## config.mk

```make
export PLATFORM = sky130hd
export DESIGN_NAME = nco_sweep_ctrl
export DESIGN_NICKNAME = d
export VERILOG_FILES = /design/src/rtl/nco_sweep_pkg.sv /design/src/rtl/nco_sweep_dwell.sv /design/src/rtl/nco_sweep_ctrl.sv
export SDC_FILE = /design/constraint.sdc
export NUM_CORES = 1
export LEC_CHECK = 0
export ABC_AREA = 1
export BUFFER_PORTS_ARGS = -buffer_cell sky130_fd_sc_hd__clkbuf_2
export CAP_MARGIN = 20
export CORE_ASPECT_RATIO = 1.5
export CORE_MARGIN = 8
export CORE_UTILIZATION = 24
export CTS_CLUSTER_SIZE = 20
export DETAILED_ROUTE_END_ITERATION = 6
export GPL_TIMING_DRIVEN = 0
export PLACE_DENSITY = 0.49
export SETUP_SLACK_MARGIN = 0.15
export SLEW_MARGIN = 20
export SYNTH_ARGS = -nofsm -noshare
export SYNTH_HDL_FRONTEND = slang
export SYNTH_SLANG_ARGS = --single-unit
```

## constraint.sdc

```tcl
create_clock -name clk -period 4 [get_ports clk]
set_clock_uncertainty 0.2 [all_clocks]
set_input_delay 0.4 -clock clk [delete_from_list [all_inputs] [get_ports clk]]
set_output_delay 0.4 -clock clk [all_outputs]
set_load 0.005 [all_outputs]
```

## src/rtl/nco_sweep_pkg.sv

```systemverilog
// Shared types and default widths for the NCO sweep controller and the NCO wrapper.
// Optional feature: NCO_SWEEP_BIDIR_EN adds the DOWN state (triangular sweep).
package nco_sweep_pkg;

  localparam int APR_DEF     = 20;
  localparam int DWELL_W_DEF = 16;

`ifdef NCO_SWEEP_BIDIR_EN
  typedef enum logic [1:0] {
    ST_IDLE   = 2'd0,
    ST_UP     = 2'd1,
    ST_DOWN   = 2'd2,
    ST_FINISH = 2'd3
  } sweep_state_t;
`else
  typedef enum logic [1:0] {
    ST_IDLE   = 2'd0,
    ST_UP     = 2'd1,
    ST_FINISH = 2'd3
  } sweep_state_t;
`endif

endpackage

```

## src/rtl/nco_sweep_dwell.sv

```systemverilog
// Loadable dwell down-counter: tick is high for one enabled cycle when the count is 0,
// and the count reloads on tick (from reload_val) or on load (from load_val).
module nco_sweep_dwell #(
  parameter int W = 16
) (
  input  logic         clk,
  input  logic         reset,
  input  logic         clken,
  input  logic         active,
  input  logic         load,
  input  logic [W-1:0] load_val,
  input  logic [W-1:0] reload_val,
  output logic         tick
);

  logic [W-1:0] cnt;

  assign tick = clken && active && !load && (cnt == '0);

  always_ff @(posedge clk or posedge reset) begin
    if (reset) begin
      cnt <= '0;
    end else if (clken) begin
      if (load) begin
        cnt <= load_val;
      end else if (active) begin
        cnt <= (cnt == '0) ? reload_val : cnt - W'(1);
      end
    end
  end

endmodule

```

## src/rtl/nco_sweep_ctrl.sv

```systemverilog
// Stepped linear chirp generator feeding the NCO phase increment; each value held dwell+1 enabled cycles.
// Optional feature: NCO_SWEEP_BIDIR_EN enables triangular (up/down) sweeps; otherwise sawtooth only.
module nco_sweep_ctrl
  import nco_sweep_pkg::*;
#(
  parameter int APR     = APR_DEF,
  parameter int DWELL_W = DWELL_W_DEF
) (
  input  logic               clk,
  input  logic               reset,
  input  logic               clken,
  input  logic               start,
  input  logic               abort,
  input  logic               continuous,
  input  logic [APR-1:0]     inc_start,
  input  logic [APR-1:0]     inc_stop,
  input  logic [APR-1:0]     inc_step,
  input  logic [DWELL_W-1:0] dwell,
  output logic [APR-1:0]     phi_inc_o,
  output logic               busy,
  output logic               done,
  output logic               dir_down
);

  sweep_state_t       state;
  logic [APR-1:0]     cfg_start;
  logic [APR-1:0]     cfg_stop;
  logic [APR-1:0]     cfg_step;
  logic [DWELL_W-1:0] cfg_dwell;
  logic               cfg_cont;

  logic               tick;
  logic               start_acc;
  logic               degen;
  logic               at_top;
  logic [APR:0]       sum;
  logic [APR-1:0]     up_next;

  assign start_acc = (state == ST_IDLE) && start && !abort;

  // A zero step or an empty range never advances: hold inc_start, then end the ramp.
  assign degen   = (cfg_step == '0) || (cfg_stop <= cfg_start);
  assign sum     = {1'b0, phi_inc_o} + {1'b0, cfg_step};
  assign up_next = degen ? cfg_start :
                   (sum >= {1'b0, cfg_stop}) ? cfg_stop : sum[APR-1:0];
  assign at_top  = degen || (phi_inc_o >= cfg_stop);

`ifdef NCO_SWEEP_BIDIR_EN
  logic [APR:0]   diff;
  logic [APR-1:0] down_next;
  logic           at_bot;
  logic           dir_q;

  assign diff      = {1'b0, phi_inc_o} - {1'b0, cfg_step};
  assign down_next = (diff[APR] || (diff[APR-1:0] <= cfg_start)) ? cfg_start : diff[APR-1:0];
  assign at_bot    = (phi_inc_o <= cfg_start);
  assign dir_down  = dir_q;
`else
  assign dir_down  = 1'b0;
`endif

  nco_sweep_dwell #(
    .W (DWELL_W)
  ) u_dwell (
    .clk        (clk),
    .reset      (reset),
    .clken      (clken),
    .active     (state != ST_IDLE),
    .load       (start_acc),
    .load_val   (dwell),
    .reload_val (cfg_dwell),
    .tick       (tick)
  );

  always_ff @(posedge clk or posedge reset) begin
    if (reset) begin
      state     <= ST_IDLE;
      phi_inc_o <= '0;
      busy      <= 1'b0;
      done      <= 1'b0;
      cfg_start <= '0;
      cfg_stop  <= '0;
      cfg_step  <= '0;
      cfg_dwell <= '0;
      cfg_cont  <= 1'b0;
`ifdef NCO_SWEEP_BIDIR_EN
      dir_q     <= 1'b0;
`endif
    end else if (clken) begin
      done <= 1'b0;
      if (abort) begin
        state <= ST_IDLE;
        busy  <= 1'b0;
`ifdef NCO_SWEEP_BIDIR_EN
        dir_q <= 1'b0;
`endif
      end else begin
        case (state)
          ST_IDLE: begin
            if (start) begin
              cfg_start <= inc_start;
              cfg_stop  <= inc_stop;
              cfg_step  <= inc_step;
              cfg_dwell <= dwell;
              cfg_cont  <= continuous;
              phi_inc_o <= inc_start;
              busy      <= 1'b1;
              state     <= ST_UP;
            end
          end
          ST_UP: begin
            if (tick) begin
              if (!at_top) begin
                phi_inc_o <= up_next;
`ifdef NCO_SWEEP_BIDIR_EN
              end else begin
                state     <= ST_DOWN;
                dir_q     <= 1'b1;
                phi_inc_o <= down_next;
              end
`else
              end else if (cfg_cont) begin
                phi_inc_o <= cfg_start;
              end else begin
                state <= ST_FINISH;
              end
`endif
            end
          end
`ifdef NCO_SWEEP_BIDIR_EN
          ST_DOWN: begin
            if (tick) begin
              if (!at_bot) begin
                phi_inc_o <= down_next;
              end else if (cfg_cont) begin
                state     <= ST_UP;
                dir_q     <= 1'b0;
                phi_inc_o <= up_next;
              end else begin
                state <= ST_FINISH;
                dir_q <= 1'b0;
              end
            end
          end
`endif
          ST_FINISH: begin
            if (tick) begin
              state <= ST_IDLE;
              busy  <= 1'b0;
              done  <= 1'b1;
            end
          end
          default: state <= ST_IDLE;
        endcase
      end
    end
  end

endmodule

```

==> impl_metrics.csv, run 1 <==
group,metric,value,unit
logic_synthesis,synth_nets,1406,
clocking,cts.path.max_buffers,2,
setup_path,crit_path_end_kind,"flop",
logic_synthesis,ys_types,44,
die,die-area,0.0424,mm2
setup_path,crit_slowest_cell,"dfrtp_2",
detailed_routing,routed_wl,32.1,mm
setup_path,path_class,"flop to flop",
finish,syn_to_final_growth,30.9,%
setup_path,crit_fanout,5,
timing,setup_viol,0,
clocking,clock-sinks,117,
setup_path,crit_arrival,3.78,ns
global_routing,grt_pass1_vias,8618,
timing,timing.final.crit_share,91.6,%
logic_synthesis,ys_ff_latch,117,
run_status,status,"finished with violations",
global_routing,grt-ovfl-total,0,
placed_design,port_buffers,103,
logic_synthesis,synthSimpleGateAreaFrac,26.6,%
detailed_routing,drt_pass1_iterations,5,
setup_path,crit_buf_inv,3,
logic_synthesis,synth_top_family_by_area,"simple AND/OR/NAND/NOR gates",
setup_path,path_common_cell,"nand2_1",
die,initial_core_util,24.2,%
logic_synthesis,synth_area_leaders,"dfrtp_1 (34%), nand2_1 (14%), ha_1 (12%)",
global_routing,antenna_found_initial,0,
min_path,hold_path_class,"input pin to flop",
logic_synthesis,synth_compound_area_share,14.9,%
logic_synthesis,synth_edf_count,0,
placed_design,place_hpwl,25.5,mm
finish,num_antenna_cells,0,
timing,finalHoldViolCount,1,
clocking,insertion_delay,0.43,ns
logic_synthesis,yosys.area_share.adder,12.1,%
setup_path,crit_family,"simple AND/OR/NAND/NOR gates",
clocking,cts_tree,"yes",
clocking,htree_levels,4,
finish,multiInputGateArea,0.00519,mm2
die,core,0.0357,mm2
clocking,cts-root-buf,"clkbuf_16",
die,dieHeight,248,um
timing,slew_viol_final,0,
global_routing,grt_pass1_wl,48.2,mm
timing,hold_slack,-0.00228,ns
detailed_routing,vias_per_cell,4.53,
finish,drive_above_1_share,18.6,%
global_routing,grtUsageTotal,15.0,%
placed_design,placed_cells,1823,
timing,rsz0062_at_grt,"no",
logic_synthesis,yosysWarningCount,0,
finish,final-seq-area,0.00295,mm2
logic_synthesis,avgSynthCellArea,6.96,um2
run,cap_violations,0,
finish,nFillCells,3962,
logic_synthesis,seq_area_frac_synth,33.9,%
detailed_routing,vias,8639,
logic_synthesis,synth_async_sr_flop_share,100,%
clocking,numCtsBuffers,17,
die,rows,85,
timing,relSlewSlack,58.4,%
logic_synthesis,syn-cell-area,0.00864,mm2
logic_synthesis,synth_top_area_share,33.9,%
detailed_routing,ant_nets,0,
logic_synthesis,muxShareOfSynthArea,0,%
global_routing,grt_max_degree,86,
timing,fin_crit,3.66,ns
logic_synthesis,syn_inst,1241,
setup_path,startpoint_type,"flop",
finish,final_cells,1907,
detailed_routing,wl_per_cell,16.8,um
clocking,path_clk_slew,0.06,ns
timing,clock.fmax,273,MHz
setup_path,critPathMaxStageDelay,0.48,ns
placed_design,gp_congestion,0.895,
run_status,violations,"negative hold slack",
timing,max_slew.worst_pin.slew,0.625,ns
detailed_routing,drc,0,
setup_path,critical_path_required,4.12,ns
logic_synthesis,ys.flop_type,"dfrtp_1",
logic_synthesis,yosysTopAreaCell,"dfrtp_1",
die,design.portCount,105,
logic_synthesis,synth_xor_area_share,1.93,%
finish,final_nets,1581,
die,die_x,171,um
detailed_routing,drt-initial-drc-count,476,
placed cells by master (no fill, tap or decap), drive strengths merged, types with 6 or more instances in the layout:
| cell | netlist | routed |
|---|---|---|
| xnor2 | 6 | 6 |
| a21oi | 101 | 101 |
| dfrtp | 117 | 117 |
| o21ai | 108 | 108 |
| nand3 | 78 | 78 |
| xor2 | 13 | 13 |
| clkinv | 1 | 6 |
| a31oi | 9 | 9 |
| dlygate4sd3 | 0 | 39 |
| nand4 | 16 | 16 |
| buf | 23 | 35 |
| ha | 82 | 82 |
| nor2 | 116 | 116 |
| nor3 | 8 | 8 |
| inv | 183 | 184 |
| clkbuf | 19 | 145 |
| nand2 | 329 | 329 |
layer usage:
metal  up-vias  wire length [um]  global-route usage, %
li1       4370                 -                      -
met1      4043             12700                   16.1
met2       182             17200                   28.5
met3        44              1190                   2.44
met4         0               989                   6.39
met5         -                 0                      0
synthesized netlist by cell type, types with 3 or more instances:
cell,count
nand2_1,327
inv_1,174
dfrtp_1,117
nor2_1,110
o21ai_0,99
a21oi_1,97
ha_1,82
nand3_1,77
clkbuf_1,19
buf_2,18
nand4_1,16
xor2_1,13
a31oi_1,9
inv_2,9
o21ai_1,9
xnor2_1,6
nor2_2,5
nor3_1,5
a21oi_2,4
buf_6,4
nor4_1,4
o21bai_1,4
a211oi_1,3
a21o_1,3
nor3_2,3
worst paths after layout:
check	from	endpoint	slack [ns]	cells after the start
max in group asynchronous	reset	phi_inc_o[3]	2.55	4
hold / removal	inc_step[19]	cfg_step[19]	-0.002	3
setup / recovery	phi_inc_o[6]	phi_inc_o[3]	0.34	25
hold reg to reg	cfg_dwell[7]	cfg_dwell[7]	0.27	2
setup reg to reg	phi_inc_o[6]	phi_inc_o[3]	0.34	25
min in group asynchronous	reset	cfg_cont	0.29	3
flip-flops by register name, summed over array words and instances, names as in the netlist:
name         flops
cfg_cont         1
busy             1
cfg_dwell       16
phi_inc_o       20
cfg_stop        20
done             1
cfg_step        20
u_dwell.cnt     16
cfg_start       20
state            2
worst reg2reg max path: stages, from the launching register on:
cell and delay, ns:
dfrtp_2 0.48, ha_4 0.33, nand2_1 0.13, nor2_2 0.13, buf_4 0.13, nand3_1 0.07
nand3_1 0.16, xor2_2 0.22, ha_1 0.26, nand2_1 0.10, inv_2 0.06, nand2_1 0.06
nand2_1 0.04, a21oi_1 0.15, nand2_1 0.07, nand2_1 0.06, nand2_1 0.09, nand2_1 0.07
nand2_1 0.05, nand2_2 0.12, nand2_4 0.11, buf_8 0.15, nand2_1 0.05, nand3_1 0.10
nand2_2 0.10, a21oi_2 0.05
repair_timing:
action | in CTS | in global routing
setup endpoints to repair | 20 | 20
hold buffers | 39 | 0
cloned | 0 | 2
resized for setup | 13 | 81
endpoints found under the hold margin | 70 | 0
buffers inserted | 1 | 10
pin swaps | 2 | 20
metrics by stage:
stage	cell area, um2	hold slack, ns	worst slack (ns)	util (%)	setup TNS (ns)
final	11300	-0.00228	0.337	31.6	0
after global routing	11300	0.0114	0.121	31.6	0
after CTS	10800	0.000993	0.165	30.3	0
after detailed placement	9790	0.190	-0.141	27.4	-1.92
after global placement	9750	0.254	-1.53	27.3	-178.55
after floorplan	8640	0.237	0.299	-	0
cell type report:
type | instances | share of cell area (%)
multi-input cells | 898 | 45.9
flip-flops and latches | 117 | 26.0
repair buffers | 156 | 9.43
inverters | 184 | 6.17
well taps | 478 | 5.29
clock buffers | 21 | 3.98
plain buffers | 42 | 2.07
clock inverters | 11 | 1.13
logic make-up (layout without fill, tap and decap cells):
group | Yosys count | count (layout)
AO/OA/AOI/OAI | 240 | 240
buffers and inverters | 226 | 414
AND/OR/NAND/NOR | 555 | 555
adder cells (fa/ha/maj) | 83 | 83
other | 1 | 1
flip-flops | 117 | 117
XOR/XNOR | 19 | 19
Power of run 1 is left out: the tool's default activity adds up to more than one toggle a clock period on the data nets, which glitch-free logic cannot reach.
==> run 2: changes to the inputs <==
--- a/config.mk
+++ b/config.mk
@@ -11,3 +11,3 @@
 export CORE_ASPECT_RATIO = 1.5
-export CORE_MARGIN = 8
+export CORE_MARGIN = 2
 export CORE_UTILIZATION = 24
--- a/constraint.sdc
+++ b/constraint.sdc
@@ -4,2 +4,2 @@
 set_output_delay 0.4 -clock clk [all_outputs]
-set_load 0.005 [all_outputs]
+set_load 0.01 [all_outputs]
==> impl_metrics.csv, run 2 (synthesized netlist as in run 1, its figures left out) <==
group,metric,value,unit
setup_path,crit_arrival,3.78,ns
timing,setup_slack,0.345,ns
timing,timing.final.crit_share,91.4,%
detailed_routing,drt_pass1_iterations,5,
setup_path,reg2reg_to,"phi_inc_o[19]",
timing,setup_viol,0,
finish,syn_to_final_growth,28.0,%
placed_design,place_hpwl,25.0,mm
die,die_x,159,um
detailed_routing,wl_per_cell,16.5,um
global_routing,top_usage_layer,"met2",
detailed_routing,ant_nets,0,
setup_path,critical_path_required,4.12,ns
clocking,path_clk_slew,0.06,ns
die,initial_core_util,24.2,%
setup_path,path_common_cell,"nand2_1",
finish,drive_above_1_share,17.1,%
detailed_routing,drc,0,
die,design.portCount,105,
setup_path,crit_fanout,10,
finish,final_area,0.0111,mm2
timing,relSlewSlack,54.1,%
timing,slew_viol_final,0,
die,rows,85,
global_routing,grt_max_degree,86,
timing,rsz0062_at_grt,"no",
global_routing,grt_pass1_vias,8577,
finish,utilization,31.0,%
setup_path,crit_path_end,"phi_inc_o[19]",
placed_design,gp_congestion,0.897,
timing,fin_crit,3.65,ns
die,die-area,0.0376,mm2
finish,layout_common_cells,"nand2_1 (319), inv_1 (173), dfrtp_1 (111)",
global_routing,grt-ovfl-total,0,
setup_path,crit_path_end_kind,"flop",
setup_path,crit_slowest_cell,"dfrtp_1",
detailed_routing,vias_per_cell,4.50,
setup_path,critPathMaxStageDelay,0.48,ns
setup_path,reg2reg_depth,22,
global_routing,grtUsageTotal,16.8,%
clocking,cts-root-buf,"clkbuf_16",
setup_path,crit_chain,"ha_1, a21oi_1, o21ai_0, a21oi_1, nand2_1, xor2_1, ha_1, nand2_1, nor2_2, nand3_1, nor2_1, a21oi_1, nand2_1, nand2_1, nand2_2, nand2_4, buf_6, nand3_1, nand3_1, nand2_1, nand2_1, nand2_1",
finish,final_nets,1570,
detailed_routing,vias,8540,
placed_design,post-place-ws,-0.0707,ns
clocking,htree_levels,4,
finish,final-seq-area,0.00294,mm2
placed_design,placedInstanceArea,0.00979,mm2
timing,clock.fmax,274,MHz
global_routing,grt_pass1_wl,48.1,mm
global_routing,use_met3,2.69,%
timing,max_slew.worst_pin.slew,0.688,ns
global_routing,grtUsageMet1,17.8,%
finish,layout_commonest_cell,"nand2_1",
setup_path,path_class,"flop to flop",
setup_path,startpoint_type,"flop",
finish,nFillCells,3993,
clocking,numCtsBuffers,17,
detailed_routing,drt-initial-drc-count,450,
setup_path,cp-startpoint,"phi_inc_o[12]",
global_routing,grt_util_met2,32.6,%
min_path,hold_path_class,"input pin to flop",
run,cap_violations,0,
timing,finalHoldViolCount,0,
clocking,insertion_delay,0.43,ns
die,dieHeight,236,um
finish,multiInputGateArea,0.00507,mm2
placed_design,port_buffers,103,
run_status,status,"finished, final reports clean",
global_routing,antenna_found_initial,1,
clocking,cts.path.max_buffers,2,
clocking,clock-sinks,117,
setup_path,timing.rr.start,"phi_inc_o[12]",
setup_path,rrSetupSlack,0.35,ns
die,core,0.0357,mm2
clocking,cts_tree,"yes",
detailed_routing,routed_wl,31.3,mm
-- run 2: cell types whose count changed in the layout (fill, tap and decap cells not counted), sizes merged --
| cell | delta |
|---|---|
| diode | +1 |
| clkbuf | -4 |
| dlygate4sd3 | -2 |
| inv | +4 |
| clkinv | -1 |
| buf | -7 |
| clkinvlp | -1 |
-- run 2: cell type report --
class,count,area share (%)
diodes,1,0.0226
multi-input cells,898,45.8
repair buffers,145,8.53
flip-flops and latches,117,26.5
inverters,184,6.31
clock inverters,13,1.32
well taps,478,5.41
plain buffers,42,2.05
clock buffers,19,4.00
-- run 2: layer usage --
| metal | part of all wire (%) | vias to the layer above |
|---|---|---|
| met4 | 3.5 | 0 |
| met5 | 0 | - |
| li1 | - | 4339 |
| met2 | 53 | 168 |
| met1 | 40 | 3993 |
| met3 | 3.2 | 40 |
-- run 2: repair_timing --
action	4_1_cts	5_1_grt
endpoints found under the hold margin	68	0
gates cloned	0	2
resized for setup	14	58
hold buffers	37	0
endpoints found under the setup margin	20	20
pin swaps	1	4
setup buffers	1	1
-- run 2: worst min-delay path by stage --
stage | endpoint | from | cells past startpoint | slack [ns]
3_3_place_gp | cfg_dwell[7] | cfg_dwell[7] | 2 | 0.25
2_1_floorplan | cfg_dwell[0] | cfg_dwell[0] | 2 | 0.24
6_report | cfg_step[19] | inc_step[19] | 3 | 0.006
3_5_place_dp | done | reset | 2 | 0.21
4_1_cts | cfg_stop[7] | inc_stop[7] | 3 | 0.002
5_1_grt | cfg_step[18] | inc_step[18] | 3 | 0.002
-- run 2: metrics by stage --
step           TNS, ns  hold WS (ns)  instances
6_report             0       0.00635       1897
5_1_grt              0       0.00166       1897
4_1_cts              0       0.00239       1893
3_5_place_dp    -0.636         0.213       1823
3_3_place_gp   -181.61         0.254       1822
2_1_floorplan        0         0.237       1241
-- run 2: critical path: cells and delay by family (launching register included) --
kind	cells	cell delay, ns
flops	1	0.48
fa+ha+maj	2	0.71
compound gates	4	0.66
xor+xnor	1	0.31
buf+inv	1	0.14
simple gates	14	1.03
Power of run 2 is left out for the same reason.
